**config.mk**
```make
export PLATFORM = sky130hd
export DESIGN_NAME = touch_adc_ctrl
export DESIGN_NICKNAME = d
export VERILOG_FILES = /design/src/rtl/touch_pkg.sv /design/src/rtl/touch_spi_frame.sv /design/src/rtl/touch_adc_ctrl.sv
export SDC_FILE = /design/constraint.sdc
export NUM_CORES = 1
export LEC_CHECK = 0
export ABC_CLOCK_PERIOD_IN_PS = 2200
export CORE_MARGIN = 10
export CORE_UTILIZATION = 50
export CTS_BUF_LIST = sky130_fd_sc_hd__clkbuf_4
export CTS_CLUSTER_SIZE = 14
export DETAILED_ROUTE_END_ITERATION = 7
export GPL_ROUTABILITY_DRIVEN = 1
export HOLD_SLACK_MARGIN = 0.02
export PLACE_DENSITY = 0.69
export SYNTH_ARGS = -nofsm -noshare
export SYNTH_HDL_FRONTEND = slang
export SYNTH_HIERARCHICAL = 1
export SYNTH_SLANG_ARGS = --single-unit
export TNS_END_PERCENT = 10
```
**constraint.sdc**
```tcl
create_clock -name sys_clk -period 2.2 [get_ports sys_clk]
set_input_delay 0.33 -clock sys_clk [delete_from_list [all_inputs] [get_ports sys_clk]]
set_output_delay 0.33 -clock sys_clk [all_outputs]
set_load 0.05 [all_outputs]
```
**src/rtl/touch_pkg.sv**
```systemverilog
// touch_pkg: shared command bytes, frame geometry and FSM encoding for the touch ADC controller.
package touch_pkg;
    localparam logic [7:0] CMD_X = 8'hD0;
    localparam logic [7:0] CMD_Y = 8'h90;
    localparam int FRAME_LEN = 24;
    localparam int SAMPLE_FIRST = 10;
    localparam int SAMPLE_LAST = 21;
    typedef enum logic [2:0] {IDLE, DEBOUNCE, CONV_X, CONV_Y, PUBLISH, WAIT, RELEASE} state_t;
endpackage

```
**src/rtl/touch_spi_frame.sv**
```systemverilog
// touch_spi_frame: one 24-DCLK ADC frame; cs_n leads/trails DCLK by a half-period, command out MSB first,
// 12-bit result captured on DCLK rises 10..21.
module touch_spi_frame
    import touch_pkg::*;
#(
    parameter int CLK_DIV = 16
)(
    input  logic        sys_clk,
    input  logic        iRST_n,
    input  logic        start,
    input  logic [7:0]  cmd,
    input  logic        adc_dout,
    output logic        adc_cs_n,
    output logic        adc_dclk,
    output logic        adc_din,
    output logic        busy,
    output logic        done,
    output logic [11:0] result
);
    localparam int DW = (CLK_DIV > 1) ? $clog2(CLK_DIV) : 1;
    localparam int PW = $clog2(2 * FRAME_LEN + 1);
    localparam logic [DW-1:0] DIV_LAST = DW'(CLK_DIV - 1);
    localparam logic [PW-1:0] PH_LAST = PW'(2 * FRAME_LEN);
    localparam logic [PW-1:0] PH_S0 = PW'(2 * SAMPLE_FIRST - 2);
    localparam logic [PW-1:0] PH_S1 = PW'(2 * SAMPLE_LAST - 2);

    logic [DW-1:0] div;
    logic [PW-1:0] ph;
    logic [7:0]    sh;

    assign adc_din = sh[7];

    // ph counts half-periods: 0 is the cs_n lead-in, odd phases have DCLK high, 2*FRAME_LEN is the trail-out
    always_ff @(posedge sys_clk or negedge iRST_n) begin
        if (!iRST_n) begin
            busy     <= 1'b0;
            done     <= 1'b0;
            div      <= '0;
            ph       <= '0;
            sh       <= '0;
            result   <= '0;
            adc_cs_n <= 1'b1;
            adc_dclk <= 1'b0;
        end else begin
            done <= 1'b0;
            if (!busy) begin
                if (start) begin
                    busy     <= 1'b1;
                    adc_cs_n <= 1'b0;
                    div      <= '0;
                    ph       <= '0;
                    sh       <= cmd;
                end
            end else if (div != DIV_LAST) begin
                div <= div + 1'b1;
            end else begin
                div <= '0;
                if (ph == PH_LAST) begin
                    busy     <= 1'b0;
                    adc_cs_n <= 1'b1;
                    done     <= 1'b1;
                end else begin
                    ph       <= ph + 1'b1;
                    adc_dclk <= ~ph[0];
                    if (ph[0])
                        sh <= {sh[6:0], 1'b0};
                    else if (ph >= PH_S0 && ph <= PH_S1)
                        result <= {result[10:0], adc_dout};
                end
            end
        end
    end
endmodule

```
**src/rtl/touch_adc_ctrl.sv**
```systemverilog
// touch_adc_ctrl: debounced touch-session scanner producing 8-bit X / 10-bit Y coordinates.
// Define TOUCH_AVG4_EN to average four back-to-back conversions per axis.
module touch_adc_ctrl
    import touch_pkg::*;
#(
    parameter int CLK_DIV      = 16,
    parameter int DEBOUNCE_CYC = 4096,
    parameter int SCAN_DLY     = 65536,
    parameter int RELEASE_CYC  = 4096
)(
    input  logic       sys_clk,
    input  logic       iRST_n,
    input  logic       penirq_n,
    input  logic       adc_dout,
    output logic       adc_cs_n,
    output logic       adc_dclk,
    output logic       adc_din,
    output logic [7:0] x_out,
    output logic [9:0] y_out,
    output logic       new_coord,
    output logic       transmit_en
);
    localparam int CM0  = (DEBOUNCE_CYC > RELEASE_CYC) ? DEBOUNCE_CYC : RELEASE_CYC;
    localparam int CMAX = (CM0 > SCAN_DLY) ? CM0 : SCAN_DLY;
    localparam int CW   = $clog2(CMAX + 1);

    state_t        state, nxt;
    logic [1:0]    sync;
    logic          pen, start, busy, done, last, conv_end;
    logic [11:0]   result, conv_val;
    logic [CW-1:0] cnt, cnt_d;
    logic [7:0]    xr;

    assign pen      = sync[1];
    assign conv_end = done && last;

    touch_spi_frame #(.CLK_DIV(CLK_DIV)) u_frame (
        .sys_clk (sys_clk),
        .iRST_n  (iRST_n),
        .start   (start),
        .cmd     (state == CONV_Y ? CMD_Y : CMD_X),
        .adc_dout(adc_dout),
        .adc_cs_n(adc_cs_n),
        .adc_dclk(adc_dclk),
        .adc_din (adc_din),
        .busy    (busy),
        .done    (done),
        .result  (result)
    );

`ifdef TOUCH_AVG4_EN
    logic [13:0] acc, sum;
    logic [1:0]  rep;

    assign sum      = acc + 14'(result);
    assign last     = (rep == 2'd3);
    assign conv_val = 12'(sum >> 2);

    always_ff @(posedge sys_clk or negedge iRST_n) begin
        if (!iRST_n) begin
            acc <= '0;
            rep <= '0;
        end else if (done) begin
            acc <= last ? '0 : sum;
            rep <= last ? '0 : rep + 1'b1;
        end
    end
`else
    assign last     = 1'b1;
    assign conv_val = result;
`endif

    always_ff @(posedge sys_clk or negedge iRST_n) begin
        if (!iRST_n)
            state <= IDLE;
        else
            state <= nxt;
    end

    // cnt holds the length of the current qualifying run, so a run that began in the previous state carries over
    always_comb begin
        nxt   = state;
        start = 1'b0;
        cnt_d = (&cnt) ? cnt : cnt + 1'b1;
        case (state)
            IDLE: begin
                cnt_d = '0;
                if (!pen) begin
                    nxt   = DEBOUNCE;
                    cnt_d = CW'(1);
                end
            end
            DEBOUNCE: begin
                if (pen)
                    nxt = IDLE;
                else if (cnt >= CW'(DEBOUNCE_CYC - 1)) begin
                    nxt   = CONV_X;
                    cnt_d = '0;
                end
            end
            CONV_X: begin
                cnt_d = '0;
                start = !busy && !done;
                if (conv_end)
                    nxt = CONV_Y;
            end
            CONV_Y: begin
                cnt_d = '0;
                start = !busy && !done;
                if (conv_end)
                    nxt = PUBLISH;
            end
            PUBLISH: begin
                cnt_d = '0;
                nxt   = WAIT;
            end
            WAIT: begin
                if (pen) begin
                    nxt   = RELEASE;
                    cnt_d = CW'(1);
                end else if (cnt >= CW'(SCAN_DLY - 1)) begin
                    nxt   = CONV_X;
                    cnt_d = '0;
                end
            end
            RELEASE: begin
                if (!pen) begin
                    nxt   = WAIT;
                    cnt_d = '0;
                end else if (cnt >= CW'(RELEASE_CYC - 1)) begin
                    nxt   = IDLE;
                    cnt_d = '0;
                end
            end
            default: nxt = IDLE;
        endcase
    end

    always_ff @(posedge sys_clk or negedge iRST_n) begin
        if (!iRST_n) begin
            sync        <= 2'b11;
            cnt         <= '0;
            xr          <= '0;
            x_out       <= '0;
            y_out       <= '0;
            new_coord   <= 1'b0;
            transmit_en <= 1'b0;
        end else begin
            sync        <= {sync[0], penirq_n};
            cnt         <= cnt_d;
            new_coord   <= (state == CONV_Y) && conv_end;
            transmit_en <= !(nxt inside {IDLE, DEBOUNCE});
            if (state == CONV_X && conv_end)
                xr <= 8'(conv_val >> 4);
            if (state == CONV_Y && conv_end) begin
                x_out <= xr;
                y_out <= 10'(conv_val >> 2);
            end
        end
    end
endmodule
```
==> impl_metrics.yaml, run 1 <==
sta:
  tightest_slew_ps: 592.0
  min_period_ps: 2100
  clock.fmax_mhz: 476.1
  maxSlewHeadroom_pct: 60.52
  timing.final.crit_share_pct: 95.47
  grt_setup_unrepaired: "no"
  hold_violations: 0
  drv_slew: 0
  finalSetupViolCount: 0
  setup_tns_ps: 0
  clock_skew_ps: 22.81
outcome:
  outcome: "finished, final reports clean"
clock_tree:
  path_clk_slew_ps: 140
  post-cts-setup-buffers: 0
  clk_path_buf_depth: 2
  htreeDepth: 3
  cts_buffers: 9
  cts_root_buffer: "clkbuf_4"
  cts_tree: "yes"
  clkSinkCount: 84
  insertion_delay_ps: 430
synthesis:
  synthCells: 359
  synth.distinct_cells: 70
  yosys_register_bits: 84
  syn_area_sq_um: 4138
  yosys-top-cells-area: "dfrtp_1, mux2_2, a21oi_1"
  yosysSeqAreaShare_pct: 50.89
  synth_edf_count: 0
  yosysWarnings: 6
  async_flop_share_pct: 100.0
  synth_area_leader_cell: "dfrtp_1"
  synth_top_cell_area_share_pct: 48.99
  synth-main-ff-cell: "dfrtp_1"
  avgSynthCellArea_sq_um: 11.53
placement:
  numPortBuffers: 26
  dpl-instance-area_sq_um: 4554
  place_congestion: 0.8452
  hpwlAfterDp_mm: 5.940
global_route:
  overflow: 0
  antenna_found_initial: 0
  grt_max_degree: 44
  grt_first_pass_wirelength_mm: 13.94
  grt_usage_pct: 13.36
  grt_pass1_vias: 2903
layout:
  final_cell_mix: "dfrtp_1, a21oi_1, mux2_2"
  area_growth_syn_to_layout_pct: 14.06
  diodes: 0
  fin_area_sq_um: 4720
  layout-drive-gt1-share_pct: 23.28
  final_common_cell: "dfrtp_1"
  final_nets: 411
drt:
  postRouteAntennaNets: 0
  first_iter_violations: 115
  drt_pass1_iterations: 4
  vias: 2925
  vias_per_cell: 5.702
  wl_mm: 8.277
  drcViolationCount: 0
  wl_per_cell_um: 16.13
floorplan:
  die_x_um: 111.0
  die_area_sq_um: 12310
  rows: 33
  initial_utilization_pct: 50.87
  io_pins: 27
  core_area_sq_um: 8134
  die_h_um: 111.0
setup_path:
  critPathRequiredTime_ps: 1870
  critical_path.top_delay_family: "buffers and inverters"
  crit_fanout: 2
  crit_arrival_ps: 1770
  rr_endpoint: "u_frame/result[6]$_DFFE_PN0P_"
  rrSetupSlack_ps: 150
  start_kind: "flip-flop"
  crit_start: "u_frame/adc_cs_n$_DFFE_PN1P_"
  worstSetupPathType: "flip-flop to output pin"
  worstRegToRegCells: 6
  path_cells: "clkdlybuf4s50_1"
  worstReg2RegStart: "u_frame/ph[0]$_DFFE_PN0P_"
  slowest_stage: "clkdlybuf4s50_1"
  critical-path-max-stage-delay_ps: 800
  crit_path_end_kind: "output pin"
  cp_num_buf_inv: 1
min_path:
  min_path_cells: 1
  min_to: "sync[0]$_DFF_PN1_"
  worstHoldStart: "penirq_n"
  min_path_type: "input pin to flip-flop"
power_and_ir_drop:
  irDropWorstVdd_uv: 348.0
  power_density_nw_per_um2: 561.6
  p_leak_nw: 2.160
job:
  drv_cap: 0
==> report_power, final <==
| part | leakage (nW) | total (mW) | switching, mW | internal, mW |
|---|---|---|---|---|
| Combinational | 0.933 | 0.116 | 0.0715 | 0.0445 |
| Sequential | 1.15 | 1.59 | 0.0299 | 1.56 |
| Clock | 0.0779 | 0.940 | 0.575 | 0.365 |
==> final cells by class <==
class	count	area, sq um
fillers	678	3415
flip-flops and latches	84	2106
multi-input cells	256	1908
repair buffers	44	395.4
well taps	105	131.4
clock inverters	7	81.33
clock buffers	9	67.56
inverters	8	30.03
==> state kept, by name, indices dropped and copies added, names as in the netlist, 2 cells and up <==
name / count
sync: 2
state: 3
u_frame/result: 12
cnt: 17
u_frame/sh: 8
xr: 8
y_out: 10
u_frame/ph: 6
x_out: 8
u_frame/div: 4
==> per-stage QoR <==
stage	cells	utilization (%)	worst slack (ps)	total power, mW	hold slack, ps
6_report	513	58.02	99.74	2.651	318.9
5_1_grt	513	58.02	15.67	2.773	272.2
4_1_cts	513	57.94	45.45	2.683	282.6
3_5_place_dp	496	55.99	189.1	1.740	346.8
3_3_place_gp	496	55.99	263.8	1.734	347.1
2_1_floorplan	364	-	290.3	1.681	34.41
==> how the worst max path moves through the flow <==
stage	cells after the start	slack, ps	to
2_1_floorplan	8	290	u_frame/sh[7]$_DFFE_PN0P_
4_1_cts	1	50	adc_cs_n
5_1_grt	1	20	adc_cs_n
3_5_place_dp	6	190	u_frame/result[4]$_DFFE_PN0P_
3_3_place_gp	6	260	u_frame/result[5]$_DFFE_PN0P_
6_report	1	100	adc_cs_n
==> cell families (layout without fill, tap and decap cells) <==
logic type | after synthesis | after routing | share of synthesized area (%)
XOR/XNOR | 14 | 14 | 2.963
AO/OA/AOI/OAI | 96 | 96 | 16.51
AND/OR/NAND/NOR | 93 | 93 | 12.40
other | 2 | 7 | 0.1815
buffers and inverters | 24 | 68 | 3.598
adder cells (fa/ha/maj) | 5 | 5 | 1.452
flip-flops | 84 | 84 | 50.89
multiplexers | 41 | 41 | 12.00
==> layer usage <==
layer	up-vias	track usage (%)	part of all wire [%]
met5	-	0	0
met4	0	3.299	0.42
met3	4	4.275	3.4
met2	29	22.68	51
met1	1478	15.94	45
li1	1414	-	-
==> cells in the mapped netlist, types with 5 or more instances <==
library cell	count
mux2_4	10
inv_1	8
mux2_2	29
a21oi_1	30
dfrtp_1	81
o22ai_1	14
o21ai_0	14
nand4_1	6
nand2_1	21
nor3_1	7
nor2_1	21
xnor2_1	5
xor2_1	9
nand3_1	11
==> what timing repair did <==
item                                   in CTS  in global routing
endpoints found under the hold margin      39                  0
gates resized for setup                     0                  1
hold buffers                                1                  0
setup endpoints to repair                   0                  2
(Power assumes the default switching activity.)
==> run 2: changes to the inputs <==
ABC_AREA = 1   (was unset)
MAX_ROUTING_LAYER = met4   (was unset)
==> run 2 against run 1 <==
Net effect: die area up 2.5%; synthesized cell count rose by 46%; sequential share of layout area fell by 0.55 points; sequential cell count is the same; setup slack lost 3.7 ps; final cell count rose by 29%; synthesized area increased by 3.1%; combinational power is 34% higher; critical path type unchanged.
==> impl_metrics.yaml, run 2 <==
floorplan:
  io_pins: 27
  die_x_um: 112.4
  initial_utilization_pct: 51.65
  die_area_sq_um: 12620
  die_h_um: 112.4
  core_area_sq_um: 8258
  rows: 33
clock_tree:
  insertion_delay_ps: 430
  path_clk_slew_ps: 130
  clkSinkCount: 84
  post-cts-setup-buffers: 0
  cts_root_buffer: "clkbuf_4"
  cts_tree: "yes"
  cts_buffers: 9
  clk_path_buf_depth: 2
  htreeDepth: 3
setup_path:
  slowest_stage: "clkdlybuf4s50_1"
  rr_endpoint: "cnt[10]$_DFF_PN0_"
  crit_arrival_ps: 1770
  rrSetupSlack_ps: 260
  start_kind: "flip-flop"
  crit_path_end_kind: "output pin"
  cp_num_buf_inv: 1
  worstReg2RegStart: "cnt[0]$_DFF_PN0_"
  critPathRequiredTime_ps: 1870
  worstSetupPathType: "flip-flop to output pin"
  path_cells: "clkdlybuf4s50_1"
  worstRegToRegCells: 10
  critical_path.top_delay_family: "buffers and inverters"
  critical-path-max-stage-delay_ps: 810
  crit_fanout: 2
synthesis:
  async_flop_share_pct: 100.0
  synth.distinct_cells: 33
  synth_area_leader_cell: "dfrtp_1"
  synth-main-ff-cell: "dfrtp_1"
  synthCells: 523
  synth_edf_count: 0
  synth.most_common_cell: "nand2_1"
  yosys-top-cells-area: "dfrtp_1, nand2_1, inv_1"
  avgSynthCellArea_sq_um: 8.156
  yosysWarnings: 6
  synth_common_cells: "nand2_1, dfrtp_1, inv_1"
  synth_top_cell_area_share_pct: 47.52
  yosysSeqAreaShare_pct: 49.37
  yosys_register_bits: 84
  syn_area_sq_um: 4265
global_route:
  grt_first_pass_wirelength_mm: 14.80
  grt_max_degree: 48
  grt_usage_pct: 14.09
  grt_pass1_vias: 3143
  antenna_found_initial: 0
  overflow: 0
layout:
  final_common_cell: "nand2_1"
  top_register: "cnt"
  biggestRegsByFlops: "cnt (17), u_frame/result (12), y_out (10)"
  fillers: 783
  multi_input_area_sq_um: 1873
  layout-drive-gt1-share_pct: 11.63
  diodes: 0
  seq_area_sq_um: 2106
  area_growth_syn_to_layout_pct: 12.03
  largest_register_ffs: 17
  final_nets: 562
  final_cell_mix: "nand2_1, dfrtp_1, inv_1"
drt:
  postRouteAntennaNets: 0
  wl_mm: 8.372
  vias: 3283
  drt_pass1_iterations: 4
  vias_per_cell: 4.944
  drcViolationCount: 0
  first_iter_violations: 152
  wl_per_cell_um: 12.61
power_and_ir_drop:
  finalPower_mw: 2.675
  irDropWorstVdd_uv: 280.4
  p_leak_nw: 2.334
  power_density_nw_per_um2: 559.8
sta:
  setup_tns_ps: 0
  timing.final.crit_share_pct: 95.63
  drv_slew: 0
  finalSetupViolCount: 0
  maxSlewHeadroom_pct: 63.49
  clock_skew_ps: 16.90
  min_period_ps: 2104
  hold_violations: 0
  grt_setup_unrepaired: "no"
  clock.fmax_mhz: 475.3
  tightest_slew_ps: 545.6
placement:
  hpwlAfterDp_mm: 5.894
  place_congestion: 0.8848
  numPortBuffers: 26
job:
  drv_cap: 0
min_path:
  min_to: "sync[0]$_DFF_PN1_"
  min_path_type: "input pin to flip-flop"
  min_path_cells: 1
  worstHoldStart: "penirq_n"
outcome:
  outcome: "finished, final reports clean"
-- run 2: cell count changes in the layout (fill, tap and decap cells not counted), sizes merged, moves of 13 or more --
cell,change
inv,+48
mux2,-39
buf,-14
nor2,+24
o22ai,-14
o21bai,+13
a21oi,-26
nand2,+176
nand3,+20
o21ai,+13
-- run 2: logic make-up after synthesis --
| kind of cell | count (synthesis) | synth area share, % |
|---|---|---|
| xor gates and xnor gates | 20 | 4.107 |
| AOI/OAI and AO/OA | 52 | 7.480 |
| DFF | 84 | 49.37 |
| buffers and inverters | 73 | 7.392 |
| and+or+nand+nor | 288 | 30.30 |
| adders and majority gates | 4 | 1.173 |
| other | 2 | 0.1761 |
-- run 2: layer usage --
layer	vias up	part of all wire (%)	GRT usage, %
met2	56	44	20.36
li1	1684	-	-
met4	0	1.1	4.484
met3	11	3.8	3.248
met5	-	0	-
met1	1532	51	19.11
-- run 2: worst reg2reg max path: stages, from the launching register on --
cell and delay, ps:
dfrtp_1 430, ha_1 250, inv_1 120, nor2_4 70, nand2_2 110, nor2_4 60
nor2_1 200, nand4_1 210, nand2_2 290, nand2_1 100, inv_1 60
-- run 2: through the flow --
stage | cells | setup slack [ps] | instance area (sq um) | hold WS, ps | util, %
floorplan | 528 | 534.0 | 4284 | 34.41 | -
global placement | 647 | 262.8 | 4611 | 327.0 | 55.83
detailed placement | 647 | 204.3 | 4611 | 326.8 | 55.83
CTS | 664 | 60.59 | 4768 | 321.0 | 57.74
global route | 664 | 35.69 | 4778 | 289.6 | 57.86
finish | 664 | 96.05 | 4778 | 332.9 | 57.86
-- run 2: area by class of cell --
class | count | share of cell area, %
Sequential cell | 84 | 44.07
Multi-Input combinational cell | 371 | 39.20
Timing Repair Buffer | 30 | 6.337
Inverter | 58 | 4.556
Tap cell | 105 | 2.749
Clock buffer | 10 | 1.571
Clock inverter | 6 | 1.519
-- run 2: worst max path at each step --
stage	start	end	slack, ps	depth (start not counted)
3_3_place_gp	state[1]$_DFF_PN0_	u_frame/sh[7]$_DFFE_PN0P_	260	10
3_5_place_dp	state[1]$_DFF_PN0_	u_frame/sh[7]$_DFFE_PN0P_	200	10
5_1_grt	u_frame/adc_cs_n$_DFFE_PN1P_	adc_cs_n	40	1
4_1_cts	u_frame/adc_cs_n$_DFFE_PN1P_	adc_cs_n	60	1
6_report	u_frame/adc_cs_n$_DFFE_PN1P_	adc_cs_n	100	1
2_1_floorplan	cnt[0]$_DFF_PN0_	cnt[9]$_DFF_PN0_	530	11
-- run 2: repair_timing --
action                     in CTS  in global routing
setup endpoints to repair       0                  9
hold buffers                    1                  0
hold endpoints to repair       37                  0
resized for setup               0                  2
-- run 2: power by group --
group,internal [mW],leakage [nW],switching (mW)
registers,1.56,1.12,0.0200
logic,0.0519,1.15,0.103
clock network,0.371,0.0712,0.566
total,1.99,2.33,0.689
